<file path="src/rtl/filter_pkg.sv">
// Shared types for the pixel filter chain: frame geometry defaults, RGB565 pixel,
// the beat carried between stages, and the frame reader's scan states.
package filter_pkg;

  localparam int DEF_IMG_WIDTH  = 160;
  localparam int DEF_IMG_HEIGHT = 120;
  localparam int COORD_W        = 10;

  typedef struct packed {
    logic [4:0] r;
    logic [5:0] g;
    logic [4:0] b;
  } rgb565_t;

  typedef struct packed {
    logic [COORD_W-1:0] x;
    logic [COORD_W-1:0] y;
    logic               sof;
    logic               eol;
    logic               eof;
    rgb565_t            rgb;
  } pix_beat_t;

  typedef enum logic [1:0] {
    IDLE,
    READ,
    DRAIN
  } rd_state_e;

endpackage

</file>
<file path="src/rtl/pixel_skid_fifo.sv">
// Small circular FIFO that absorbs RAM read latency under output backpressure.
// Head entry is presented combinationally; flush empties it in one cycle.
module pixel_skid_fifo
  import filter_pkg::*;
#(
  parameter int  DEPTH = 2,
  parameter type T     = pix_beat_t,
  localparam int PTR_W = (DEPTH > 1) ? $clog2(DEPTH) : 1,
  localparam int CNT_W = $clog2(DEPTH + 1)
) (
  input  logic             clk,
  input  logic             reset,
  input  logic             push,
  input  T                 wdata,
  input  logic             pop,
  input  logic             flush,
  output T                 rdata,
  output logic [CNT_W-1:0] count,
  output logic             full,
  output logic             empty
);

  T                 mem [DEPTH];
  logic [PTR_W-1:0] wr_ptr;
  logic [PTR_W-1:0] rd_ptr;
  logic             do_push;
  logic             do_pop;

  function automatic logic [PTR_W-1:0] ptr_inc(input logic [PTR_W-1:0] p);
    return (p == PTR_W'(DEPTH - 1)) ? '0 : p + 1'b1;
  endfunction

  assign full    = (count == CNT_W'(DEPTH));
  assign empty   = (count == '0);
  assign do_pop  = pop && !empty;
  assign do_push = push && (!full || do_pop);
  assign rdata   = mem[rd_ptr];

  // NOTE: non-blocking assignments throughout, so every register here updates from
  // the same pre-edge values regardless of statement order.
  always_ff @(posedge clk or negedge reset) begin
    if (!reset) begin
      wr_ptr <= '0;
      rd_ptr <= '0;
      count  <= '0;
      // NOTE: storage is reset because the head entry drives module outputs directly,
      // which must read as zero out of reset; at two entries this is cheap.
      for (int i = 0; i < DEPTH; i++) begin
        mem[i] <= '0;
      end
    end else if (flush) begin
      wr_ptr <= '0;
      rd_ptr <= '0;
      count  <= '0;
    end else begin
      if (do_push) begin
        mem[wr_ptr] <= wdata;
        wr_ptr      <= ptr_inc(wr_ptr);
      end
      if (do_pop) begin
        rd_ptr <= ptr_inc(rd_ptr);
      end
      case ({do_push, do_pop})
        2'b10:   count <= count + 1'b1;
        2'b01:   count <= count - 1'b1;
        default: count <= count;
      endcase
    end
  end

endmodule

</file>
<file path="src/rtl/frame_pixel_reader.sv">
// Raster-scans a stored RGB565 frame out of a 1-cycle-latency RAM and streams it,
// with coordinates and frame qualifiers, under valid/ready backpressure.
module frame_pixel_reader
  import filter_pkg::*;
#(
  parameter int IMG_WIDTH  = DEF_IMG_WIDTH,
  parameter int IMG_HEIGHT = DEF_IMG_HEIGHT,
  parameter int ADDR_W     = $clog2(IMG_WIDTH * IMG_HEIGHT)
) (
  input  logic               clk,
  input  logic               reset,
  input  logic               start,
  input  logic               abort,
  output logic               busy,
  output logic               done,
  output logic               mem_rd_en,
  output logic [ADDR_W-1:0]  mem_addr,
  input  logic [15:0]        mem_rdata,
  output logic               out_valid,
  input  logic               out_ready,
  output logic [COORD_W-1:0] x_local,
  output logic [COORD_W-1:0] y_local,
  output logic [15:0]        rgb565_out,
  output logic               sof,
  output logic               eol,
  output logic               eof
);

  localparam int LAST_ADDR = IMG_WIDTH * IMG_HEIGHT - 1;

  rd_state_e          state;
  rd_state_e          state_next;
  logic               done_next;

  logic [COORD_W-1:0] x_cnt;
  logic [COORD_W-1:0] y_cnt;
  logic [ADDR_W-1:0]  addr_cnt;
  logic               row_end;
  logic               issue;
  logic               last_issue;

  logic               pending;
  logic [COORD_W-1:0] issue_x;
  logic [COORD_W-1:0] issue_y;
  logic               issue_sof;
  logic               issue_eol;
  logic               issue_eof;

  pix_beat_t          push_beat;
  pix_beat_t          head_beat;
  logic [1:0]         fifo_count;
  logic               fifo_full;
  logic               fifo_empty;
  logic [2:0]         in_flight;
  logic               out_fire;

  assign out_valid = !fifo_empty;
  assign out_fire  = out_valid && out_ready;
  assign busy      = (state != IDLE);

  // Reads already in the FIFO or on their way back; a slot freed by this cycle's
  // transfer may be reused immediately, which keeps one pixel per clock.
  assign in_flight  = {1'b0, fifo_count} + {2'b0, pending};
  assign issue      = (state == READ) && !abort && (in_flight < (3'd2 + {2'b0, out_fire}));
  assign row_end    = (x_cnt == COORD_W'(IMG_WIDTH - 1));
  assign last_issue = issue && (addr_cnt == ADDR_W'(LAST_ADDR));

  assign mem_rd_en = issue;
  assign mem_addr  = addr_cnt;

  always_comb begin
    // NOTE: defaults first so every path assigns both outputs and no latch is inferred.
    state_next = state;
    done_next  = 1'b0;
    unique case (state)
      IDLE: begin
        if (start) state_next = READ;
      end
      READ: begin
        if (last_issue) state_next = DRAIN;
      end
      DRAIN: begin
        // The final beat leaves the FIFO with nothing left in flight.
        if (out_fire && (fifo_count == 2'd1) && !pending) begin
          state_next = IDLE;
          done_next  = 1'b1;
        end
      end
      default: state_next = IDLE;
    endcase
    if (abort) begin
      state_next = IDLE;
      done_next  = 1'b0;
    end
  end

  always_ff @(posedge clk or negedge reset) begin
    if (!reset) begin
      state <= IDLE;
      done  <= 1'b0;
    end else begin
      state <= state_next;
      done  <= done_next;
    end
  end

  always_ff @(posedge clk or negedge reset) begin
    if (!reset) begin
      x_cnt    <= '0;
      y_cnt    <= '0;
      addr_cnt <= '0;
    end else if (abort || state == IDLE) begin
      x_cnt    <= '0;
      y_cnt    <= '0;
      addr_cnt <= '0;
    end else if (issue) begin
      addr_cnt <= addr_cnt + 1'b1;
      if (row_end) begin
        x_cnt <= '0;
        y_cnt <= y_cnt + 1'b1;
      end else begin
        x_cnt <= x_cnt + 1'b1;
      end
    end
  end

  // Coordinates and qualifiers are captured with the read so they pair with its data.
  always_ff @(posedge clk or negedge reset) begin
    if (!reset) begin
      pending   <= 1'b0;
      issue_x   <= '0;
      issue_y   <= '0;
      issue_sof <= 1'b0;
      issue_eol <= 1'b0;
      issue_eof <= 1'b0;
    end else begin
      pending <= issue;
      if (issue) begin
        issue_x   <= x_cnt;
        issue_y   <= y_cnt;
        issue_sof <= (addr_cnt == '0);
        issue_eol <= row_end;
        issue_eof <= (addr_cnt == ADDR_W'(LAST_ADDR));
      end
    end
  end

  always_comb begin
    push_beat     = '0;
    push_beat.x   = issue_x;
    push_beat.y   = issue_y;
    push_beat.sof = issue_sof;
    push_beat.eol = issue_eol;
    push_beat.eof = issue_eof;
    push_beat.rgb = rgb565_t'(mem_rdata);
  end

  pixel_skid_fifo #(
    .DEPTH (2),
    .T     (pix_beat_t)
  ) u_fifo (
    .clk   (clk),
    .reset (reset),
    .push  (pending),
    .wdata (push_beat),
    .pop   (out_fire),
    .flush (abort),
    .rdata (head_beat),
    .count (fifo_count),
    .full  (fifo_full),
    .empty (fifo_empty)
  );

  assign x_local    = head_beat.x;
  assign y_local    = head_beat.y;
  assign rgb565_out = head_beat.rgb;
  assign sof        = out_valid && head_beat.sof;
  assign eol        = out_valid && head_beat.eol;
  assign eof        = out_valid && head_beat.eof;

  // Returning data must always find room: the issue rule keeps the FIFO from overflowing.
  no_overflow: assert property (@(posedge clk) disable iff (!reset)
    !(pending && fifo_full && !out_fire && !abort));

endmodule

</file>
<file path="config.mk">
export PLATFORM = sky130hd
export DESIGN_NAME = frame_pixel_reader
export DESIGN_NICKNAME = d
export VERILOG_FILES = /design/src/rtl/filter_pkg.sv /design/src/rtl/pixel_skid_fifo.sv /design/src/rtl/frame_pixel_reader.sv
export SDC_FILE = /design/constraint.sdc
export NUM_CORES = 1
export LEC_CHECK = 0
export ABC_AREA = 1
export BUFFER_PORTS_ARGS = -buffer_cell sky130_fd_sc_hd__buf_4
export CAP_MARGIN = 25
export CORE_UTILIZATION = 38
export DETAILED_ROUTE_END_ITERATION = 16
export PLACE_DENSITY = 0.67
export SYNTH_ARGS = -nofsm -noshare
export SYNTH_HDL_FRONTEND = slang
export SYNTH_HIERARCHICAL = 1
export SYNTH_SLANG_ARGS = --single-unit
</file>
<file path="constraint.sdc">
create_clock -name clk -period 1.7 [get_ports clk]
set_input_delay 0.085 -clock clk [delete_from_list [all_inputs] [get_ports clk]]
set_output_delay 0.085 -clock clk [all_outputs]
set_load 0.01 [all_outputs]
</file>
-- After elaboration in Yosys (flattened, before gate mapping)
Cells that the tools add are included.
- bits in registers: 144
- latch bits: 0
- RAM bits: 0
- memory bits (read-only): 0
- input bits: 21
- output and inout port bits: 58
- logic and storage cells: 117
- memories: 0
- add/sub/neg operators: 9
- $mul: 0
- divide/modulo/power cells: 0
- order comparisons: 4
- equality and inequality tests: 11
- shifts and indexed selects: 0
- multiplexer cells: 30
- bitwise gates (word level): 3
- reduce and logical (&&, ||, !) cells: 30
- operators with widths (cell ; count):
    $mux 39 ; 4
    $bwmux 78 ; 1
    $mux 10 ; 6
    $demux 39 s1 ; 1
    $mux 15 ; 2
    $add 10x1->10 const B ; 2
    $add 15x1->15 const B ; 1
    $eq 15x15->1 const B ; 1
    $logic_not 15->1 ; 1
    $logic_and 1x1->1 ; 12
    $eq 10x8->1 const B ; 1
    $mux 2 ; 5
    $reduce_bool 2->1 ; 5
    $mux 1 ; 9
    $ne 3x3->1 const B ; 3
    $eq 2x1->1 const B ; 3
    $eq 2x2->1 const B ; 3
    $pmux 2 s3 ; 1
    $ge 2x2->1 const B ; 2
    $logic_not 1->1 ; 4
    $logic_not 2->1 ; 2
    $not 1->2 ; 2
    $pmux 2 s2 ; 1
    $reduce_and 2->1 ; 2
    other kinds (11) ; 13

-- Longest topological paths before layout
Gate-level depths: netlist of run 1.
- depth in word-level cells: 10
- gate-level depth with buffers: 12
- depth with buffers taken out: 12

-- Modules after synthesis
Netlist of run 1, hierarchy kept.
- modules (own cells, without submodules) (module ; times used ; cells an instance ; area each (µm²) ; seq. area each (µm²)):
    pixel_skid_fifo ; 1 ; 452 ; 3652.3 ; 2052.0
    frame_pixel_reader ; 1 ; 443 ; 3372.0 ; 1551.5

-- Worst setup path before layout of run 1
No wires, ideal clock.
- path type: reg-to-reg
- start: register u_fifo.count[0]
- end: register u_fifo/mem[21] (netlist bit)
- library setup time: 121 ps
- arrival time: 1637 ps
- data required time: 1579 ps
- setup slack: -58 ps
- cell stages (with the launch flop): 12
- path buffers: 2
- period minus slack after synthesis: 1758 ps
- cell sequence: dfrtp_1 > inv_1 > nand2_1 > inv_1 > nor2_1 > inv_1 > nand2_4 > nand4_4 > buf_6 > buf_6 > nand2_1 > o21ai_1
- cells in the longest elaborated chain, start to end: 7
- elaborated cells on any way between the ends: 9
- those cells by class: eq/ne: 1; reduce/logical: 8
- RTL lines (item ; line ; RTL):
    from (decl) ; pixel_skid_fifo.sv:18 ; output logic [CNT_W-1:0] count,
    from (signal assigned) ; pixel_skid_fifo.sv:64 ; 2'b10: count <= count + 1'b1;
    from (signal assigned) ; pixel_skid_fifo.sv:65 ; 2'b01: count <= count - 1'b1;
    from (signal assigned) ; pixel_skid_fifo.sv:66 ; default: count <= count;
    $logic_not 2->1 ; pixel_skid_fifo.sv:34 ; assign empty = (count == '0);
    named net fifo_empty ; frame_pixel_reader.sv:53 ; logic fifo_empty;
    $logic_not 1->1 ; frame_pixel_reader.sv:57 ; assign out_valid = !fifo_empty;
    $logic_and 1x1->1 ; frame_pixel_reader.sv:58 ; assign out_fire = out_valid && out_ready;
    named net out_fire ; frame_pixel_reader.sv:55 ; logic out_fire;
    $logic_and 1x1->1 ; pixel_skid_fifo.sv:35 ; assign do_pop = pop && !empty;
    $logic_or 1x1->1 ; pixel_skid_fifo.sv:36 ; assign do_push = push && (!full || do_pop);
    $logic_and 1x1->1 ; pixel_skid_fifo.sv:36 ;
    $reduce_and 2->1 (no source line) ; n/a ;
    to (signal, indexed assignment) ; pixel_skid_fifo.sv:57 ; mem[wr_ptr] <= wdata;
    to (decl) ; pixel_skid_fifo.sv:23 ; T mem [DEPTH];
The timed path passes the listed nets, and every way through them passes these cells.
A chain may end at the register's enable or synchronous reset.

-- Worst setup path after layout of run 1
- start: register u_fifo.count[0]
- end: output mem_rd_en
- cells in the longest elaborated chain, start to end: 6
- elaborated cells on any way between the ends: 7
- those cells by class: add/sub: 2; order compare: 1; reduce/logical: 4
- RTL lines (item ; line ; RTL):
    $logic_not 2->1 ; pixel_skid_fifo.sv:34 ;
    $logic_not 1->1 ; frame_pixel_reader.sv:57 ;
    $logic_and 1x1->1 ; frame_pixel_reader.sv:58 ;
    $add 2x1->3 ; frame_pixel_reader.sv:64 ; assign issue = (state == READ) && !abort && (in_flight < (3'd2 + {2'b0, out_fire}));
    $lt 3x3->1 (*) ; frame_pixel_reader.sv:64 ;
    $logic_and 1x1->1 (*) ; frame_pixel_reader.sv:64 ;
    to (decl) ; frame_pixel_reader.sv:16 ; output logic mem_rd_en,
Mark *: on every way between the ends. The rest lies on a longest branch, timed or not.

==> results of run 1 <==
==> state kept, by name, summed over array words and instances (netlist names), 2 cells and up <==
name	cells
u_fifo/mem	78
mem_addr	15
x_cnt	10
state	2
issue_x	10
issue_y	10
y_cnt	10
u_fifo/count	2
==> what timing repair did <==
item	in CTS	in global routing
hold buffers	19	0
setup endpoints to repair	21	92
setup buffers	4	9
pin swaps	4	5
hold endpoints to repair	177	0
cloned	1	4
resized for setup	12	21
==> cell families (layout without fill, tap and decap cells) <==
| logic type | Yosys count | count (layout) | synth area share (%) |
|---|---|---|---|
| buffers and inverters | 143 | 290 | 9.41 |
| xor gates and xnor gates | 2 | 2 | 0.249 |
| and+or+nand+nor | 475 | 476 | 29.0 |
| DFF | 144 | 144 | 51.3 |
| AOI/OAI and AO/OA | 125 | 125 | 9.00 |
| adders and majority gates | 6 | 6 | 1.07 |
==> metal layers <==
metal | global-route usage, % | vias up
met5 | 0 | -
met4 | 5.62 | 0
met3 | 3.65 | 15
met2 | 29.7 | 116
met1 | 24.4 | 2874
li1 | - | 3104
==> placed cells by master (no fill, tap or decap), types with 3 or more instances in the layout <==
| master | n |
|---|---|
| nand2_1 | 347 |
| dfrtp_1 | 142 |
| buf_4 | 112 |
| inv_1 | 95 |
| o21ai_0 | 77 |
| o21ai_1 | 41 |
| nand3_1 | 38 |
| nor2_1 | 30 |
| nand4_1 | 28 |
| clkbuf_16 | 20 |
| dlygate4sd3_1 | 19 |
| buf_12 | 11 |
| nor3_1 | 8 |
| inv_2 | 7 |
| nor2_4 | 7 |
| buf_6 | 7 |
| clkinvlp_4 | 5 |
| nor2_2 | 4 |
| a21oi_1 | 4 |
| nand2_4 | 3 |
| ha_1 | 3 |
| bufinv_16 | 3 |
==> metrics by stage <==
step	setup TNS (ns)	power [mW]	hold WS (ns)	setup WS [ns]	util [%]
global route	-0.601	11.2	0.201	-0.0836	50.9
global placement	-0.607	6.49	0.0382	-0.0962	44.6
CTS	-0.163	10.5	0.159	-0.0529	49.5
floorplan	0	5.46	-0.211	0.00841	-
finish	-0.0258	10.6	0.159	-0.0258	50.9
detailed placement	-0.885	6.54	0.0341	-0.101	44.6
==> worst max-delay path by stage <==
stage	startpoint	to	slack [ns]	depth (start not counted)
2_1_floorplan	u_fifo/count[0]$_DFFE_PN0P_	u_fifo/mem[21]$_DFFE_PN0P_	0.008	11
3_3_place_gp	u_fifo/count[0]$_DFFE_PN0P_	x_cnt[0]$_DFFE_PN0P_	-0.1	8
3_5_place_dp	u_fifo/count[0]$_DFFE_PN0P_	x_cnt[0]$_DFFE_PN0P_	-0.10	8
4_1_cts	u_fifo/count[0]$_DFFE_PN0P_	mem_rd_en	-0.05	6
5_1_grt	u_fifo/count[0]$_DFFE_PN0P_	mem_rd_en	-0.08	6
6_report	u_fifo/count[0]$_DFFE_PN0P_	mem_rd_en	-0.03	6
==> power groups by stage <==
stage / clock, mW / sequential [mW] / combinational, mW
after floorplan: 0 / 4.11 / 1.35
after global placement: 0 / 4.10 / 2.39
after detailed placement: 0 / 4.12 / 2.43
after CTS: 3.85 / 4.07 / 2.59
after global routing: 3.98 / 4.13 / 3.08
final: 3.78 / 4.08 / 2.74
==> worst max-delay path: cells and delay by family, from the launching register on <==
kind	cells	cell delay, ns
fa+ha+maj	2	0.42
buf+inv	2	0.16
flops	1	0.44
simple gates	2	0.20
==> layout make-up <==
class	instances	area (µm²)
clock inverter	13	164
tap	229	287
timing repair buffer	153	1440
fill	1678	8850
multi-input combinational	609	2840
clock buffer	19	433
sequential	144	3610
inverter	105	407
==> results by group, run 1 <==
Setup path
  • Reg2reg setup slack: 0 ns
  • Reg-to-Reg End: x_cnt[7]$_DFFE_PN0P_
  • RR Startpoint: u_fifo/count[0]$_DFFE_PN0P_
  • R2r worst-path depth: 11
  • Crit path max-delay cell type: dfrtp_2
  • CP Cell Sequence: ha_4, ha_4, nand2_2, nand2_8, inv_8, buf_6
  • Slowest stage delay, CP: 0.44 ns
  • Element type at the critical path start: flip-flop
  • Worst Path Max Fanout: 6
  • Critical Path AT: 1.64 ns
  • WP data required: 1.62 ns
  • Worst Setup End Kind: output port
  • Crit Path Class: flip-flop to output port
  • CP dominant cell by count: ha_4

Floorplanning
  • Die area: 19000 µm²
  • Core Area: 18000 µm²
  • Row Count: 49
  • I/O pins: 79
  • Die W: 138 µm
  • Die H: 138 µm
  • Starting Density: 39.0%

Min path
  • Hold Path Class: input pin to async pin

Synth
  • Leading area contributor after synthesis: dfrtp_1
  • Synth cell types: 32
  • Synthesis Warnings: 6
  • Synth Instances: 895
  • Ys flop type: dfrtp_1
  • Net Count, Synth: 922
  • Ranking of synthesized cells by area: dfrtp_1 (51%), nand2_1 (19%), o21ai_0 (5.6%)
  • Asr flop ratio synth: 100%
  • Area share of the largest cell type after synthesis: 51.3%
  • Sequential share of the synthesized area: 51.3%
  • Most frequent cell after synthesis: nand2_1
  • Number of synthesized flops with an enable pin: 0
  • Avg Synthesized Cell Area: 7.85 µm²
  • Post-synth design cell area: 7020 µm²
  • Synth Register Bits: 144
  • Commonest cells in the netlist: nand2_1 (348), dfrtp_1 (144), inv_1 (99)

Route
  • DR DRC count: 0
  • Highest Signal Layer: met4
  • M1 wire length: 7950 µm
  • DR vias/cell: 4.80
  • Antenna-violating nets left: 0
  • Drt first pass iters: 5
  • Wirelength, routed: 16700 µm
  • 1st-iter DRT viols: 372
  • Vias: 6109
  • WL/cell: 13.2 µm
  • Met2 routed WL: 7960 µm
  • Met3 wire length: 695 µm

GRT
  • GRT overflow: 0
  • Initial antenna violation count: 0
  • Vias in the first global route: 5762
  • Largest net degree at the start of global routing: 44
  • GRT Util Overall: 18.3%
  • First-pass GRT wire length: 27500 µm

Power and ir drop
  • Clock power frac: 35.7%
  • Pint: 7.40 mW
  • Net Sw Frac: 30.1%
  • Logic pwr share: 25.8%
  • Sequential share of power: 38.5%
  • Cell Pwr Density: 1160 nW/µm²
  • Worst vdd ir: 797 µV
  • Switching pwr: 3.19 mW
  • Pleak: 4.57 nW

Finish
  • ANT cells: 0
  • Layout area overhead: 30.5%
  • Finished Layout Cells: 1272
  • Net count, final: 1057
  • Design Area, Final: 9170 µm²
  • Share of post-route cells with drive strength above 1: 19.4%

Placed design
  • DP HPWL: 10800 µm
  • # port buffers: 78
  • Post-Place Cells: 1204
  • Placed inst area: 8040 µm²
  • GPL Wtd Cong: 0.850

Run
  • Max_cap viols: 0

Timing
  • Post-Route Skew: 0.00673 ns
  • Worst-margin pin slew: 0.422 ns
  • RSZ-0062 raised after global routing: yes
  • # setup viols final: 1
  • Max-slew violations: 0
  • Rel. slew slack: 71.9%
  • Fin crit share: 102%
  • Max Fclk: 579 MHz
  • Fin crit period: 1.73 ns
  • Final Worst Setup Slack: -0.0258 ns
  • Hold Fails Final Rpt: 0

Clocking
  • Clock Sinks: 144
  • Worst-path clk slew: 0.06 ns
  • Num CTS Buffers: 17
  • H-tree lvl count: 4
  • Max clock buf depth: 2
  • Clock root buffer: clkbuf_16
  • CTS tree: yes
  • Clock Latency Late Sink: 0.42 ns

Outcome
  • Failing checks: setup timing
  • Status: complete, but fails checks
(Power assumes the default switching activity.)
==> inputs of run 2 (changes only) <==
--- a/config.mk
+++ b/config.mk
@@ -10,7 +10,9 @@
 export CAP_MARGIN = 25
 export CORE_UTILIZATION = 38
 export DETAILED_ROUTE_END_ITERATION = 16
-export PLACE_DENSITY = 0.67
+export GPL_TIMING_DRIVEN = 1
+export PLACE_DENSITY = 0.65
+export SETUP_SLACK_MARGIN = 0.02
 export SYNTH_ARGS = -nofsm -noshare
 export SYNTH_HDL_FRONTEND = slang
 export SYNTH_HIERARCHICAL = 1
==> constraint.sdc (replaced) <==
create_clock -name clk -period 2 [get_ports clk]
set_input_delay 0.1 -clock clk [delete_from_list [all_inputs] [get_ports clk]]
set_output_delay 0.1 -clock clk [all_outputs]
set_load 0.01 [all_outputs]
==> run 2 against run 1 <==
Effect of this change:
- the flow now finishes without violations
- critical endpoint unchanged
- cell count shrank 2.4%
- first-iteration DRC count shrank 2.2%
- wire length down 6.4%
- count of clock-buffer cells in the layout rose by 2
- sequential share of layout area grew 2.1 points
- largest cell class unchanged
- critical path type unchanged
- clock power is 19% lower
- utilization shrank 2.7 points
- combinational power fell by 27%
- worst hold slack improved by 0.037 ns
- total power shrank 20%
- sequential power down 16%
- register-to-register slack improved by 0.22 ns
- highest routed layer unchanged
==> results by group, run 2 (synthesized netlist as in run 1, its figures left out) <==
Power and ir drop
  • Net Sw Frac: 29.7% (was 30.1%)
  • Pint: 5.97 mW (was 7.40 mW)
  • Clock power frac: 36.1% (was 35.7%)
  • Power Total: 8.49 mW (was 10.6 mW)
  • Sequential share of power: 40.5% (was 38.5%)
  • Pleak: 4.35 nW (was 4.57 nW)
  • Logic pwr share: 23.4% (was 25.8%)
  • Cell Pwr Density: 977 nW/µm² (was 1160 nW/µm²)
  • Switching pwr: 2.53 mW (was 3.19 mW)
  • Worst vdd ir: 609 µV (was 797 µV)

Placed design
  • Dpl ws: 0.167 ns (was -0.101 ns)
  • GPL Wtd Cong: 0.816 (was 0.850)
  • DP HPWL: 10400 µm (was 10800 µm)
  • # port buffers: 78 (unchanged)

Floorplanning
  • Die H: 138 µm (unchanged)
  • Core Area: 18000 µm² (unchanged)
  • Die area: 19000 µm² (unchanged)
  • Die W: 138 µm (unchanged)
  • Row Count: 49 (unchanged)
  • Starting Density: 39.0% (unchanged)
  • I/O pins: 79 (unchanged)

GRT
  • Met3 usage: 3.76% (was 3.65%)
  • Most Crowded Layer GR: met2 (unchanged)
  • First-pass GRT wire length: 26200 µm (was 27500 µm)
  • Met2 GRT Util: 28.5% (was 29.7%)
  • GRT overflow: 0 (unchanged)
  • Initial antenna violation count: 0 (unchanged)
  • Largest net degree at the start of global routing: 65 (was 44)
  • Grt met1 use: 23.2% (was 24.4%)
  • GRT Util Overall: 17.6% (was 18.3%)
  • Vias in the first global route: 5566 (was 5762)

Setup path
  • Worst Setup End Kind: output port (unchanged)
  • Worst Path Max Fanout: 12 (was 6)
  • Crit Path Class: flip-flop to output port (unchanged)
  • WP data required: 1.90 ns (was 1.62 ns)
  • Critical Path AT: 1.78 ns (was 1.64 ns)
  • Element type at the critical path start: flip-flop (unchanged)

Route
  • 1st-iter DRT viols: 364 (was 372)
  • DR vias/cell: 4.76 (was 4.80)
  • Wirelength, routed: 15700 µm (was 16700 µm)
  • Drt first pass iters: 5 (unchanged)
  • Vias: 5910 (was 6109)
  • DR DRC count: 0 (unchanged)
  • WL/cell: 12.6 µm (was 13.2 µm)
  • Antenna-violating nets left: 0 (unchanged)

Run
  • Max_cap viols: 0 (unchanged)

Outcome
  • Status: completed (was complete, but fails checks)

Timing
  • Final Worst Setup Slack: 0.123 ns (was -0.0258 ns)
  • Max Fclk: 533 MHz
  • Hold Fails Final Rpt: 0 (unchanged)
  • Post-Route Skew: 0.00758 ns (was 0.00673 ns)
  • # setup viols final: 0 (was 1)
  • Fin crit period: 1.88 ns
  • Rel. slew slack: 60.8% (was 71.9%)
  • Max-slew violations: 0 (unchanged)
  • RSZ-0062 raised after global routing: no (was yes)
  • Fin crit share: 93.9%
  • Setup TNS: 0 ns (was -0.0258 ns)
  • Worst-margin pin slew: 0.588 ns (was 0.422 ns)

Clocking
  • Num CTS Buffers: 17 (unchanged)
  • Clock Sinks: 144 (unchanged)
  • CTS tree: yes (unchanged)
  • Worst-path clk slew: 0.06 ns (about the same)
  • Clock root buffer: clkbuf_16 (unchanged)
  • Clock Latency Late Sink: 0.42 ns (about the same)
  • H-tree lvl count: 4 (unchanged)
  • Max clock buf depth: 2 (unchanged)

Finish
  • Final core occ: 48.2% (was 50.9%)
  • Most frequent cells in the layout: nand2_1 (348), dfrtp_1 (144), inv_1 (99), buf_4 (97), o21ai_0 (78) (was nand2_1 (347), dfrtp_1 (142), buf_4 (112), inv_1 (95), o21ai_0 (77))
  • Sequential cell area: 3600 µm² (was 3610 µm²)
  • ANT cells: 0 (unchanged)
  • Fillers: 1745 (was 1678)
  • Top reg by flops: u_fifo/mem (unchanged)
  • Net count, final: 1027 (was 1057)
  • Layout area overhead: 23.7% (was 30.5%)
  • Most common cell after layout, fill and taps aside: nand2_1 (unchanged)
  • Footprint of the multi-input gates: 2770 µm² (was 2840 µm²)
  • Share of post-route cells with drive strength above 1: 15.6% (was 19.4%)
  • Max reg flops: 78 (unchanged)

Min path
  • Hold Path Class: input pin to flip-flop (was input pin to async pin)
-- run 2: changes by cell type in the layout (fill, tap and decap cells not counted), moves of 3 or more --
cell        previous run  this run
buf_4                112        97
buf_12                11         6
buf_6                  7         2
inv_1                 95        99
clkbuf_16             20        17
clkinvlp_4             5         2
ha_1                   3         6
-- run 2: critical path, cell delays in order (launching register included) --
cell and delay, ns:
dfrtp_1 0.40, ha_1 0.19, ha_1 0.27, nand2_1 0.08, nand2_4 0.23, inv_8 0.06
buf_4 0.14
-- run 2: routing by layer --
metal | wire (µm) | up-vias | part of all wire (%)
li1 | - | 3039 | -
met1 | 7670 | 2724 | 49
met2 | 7170 | 132 | 46
met3 | 657 | 15 | 4.2
met4 | 172 | 0 | 1.1
met5 | 0 | - | 0
-- run 2: stage by stage --
stage / instance area, µm² / instances / hold slack [ns]
finish: 8690 / 1241 / 0.196
CTS: 8670 / 1240 / 0.183
global route: 8690 / 1241 / 0.227
floorplan: 7020 / 895 / -0.196
detailed placement: 7900 / 1189 / 0.131
global placement: 7900 / 1189 / 0.129
-- run 2: layout make-up --
cell class,instances,area share (%)
inverters,105,4.62
well taps,229,3.30
repair buffers,124,12.2
multi-input cells,608,31.8
clock inverters,10,1.30
clock buffers,21,5.30
flip-flops and latches,144,41.5
-- run 2: final timing paths --
check	endpoint	from	cells after the start	slack, ns
setup / recovery	mem_rd_en	u_fifo/count[0]$_DFFE_PN0P_	6	0.12
hold / removal	done$_DFF_PN0_	out_ready	6	0.20
setup reg to reg	mem_addr[10]$_DFFE_PN0P_	u_fifo/count[0]$_DFFE_PN0P_	7	0.22
hold reg to reg	u_fifo/mem[48]$_DFFE_PN0P_	u_fifo/mem[48]$_DFFE_PN0P_	2	0.48
max in group asynchronous	issue_y[9]$_DFFE_PN0P_	reset	3	1.04
min in group asynchronous	u_fifo/mem[57]$_DFFE_PN0P_	reset	2	0.23
-- run 2: power groups by stage --
stage / sequential (mW) / clock [mW] / combinational (mW)
floorplan: 3.49 / 0 / 1.14
global placement: 3.47 / 0 / 1.94
detailed placement: 3.49 / 0 / 1.95
CTS: 3.44 / 3.13 / 2.00
global route: 3.48 / 3.27 / 2.27
finish: 3.44 / 3.07 / 1.99
-- run 2: repair_timing --
item,CTS,global route
endpoints found under the setup margin,1,10
endpoints found under the hold margin,95,0
hold buffers,19,0
resized for setup,2,2
setup buffers,1,1
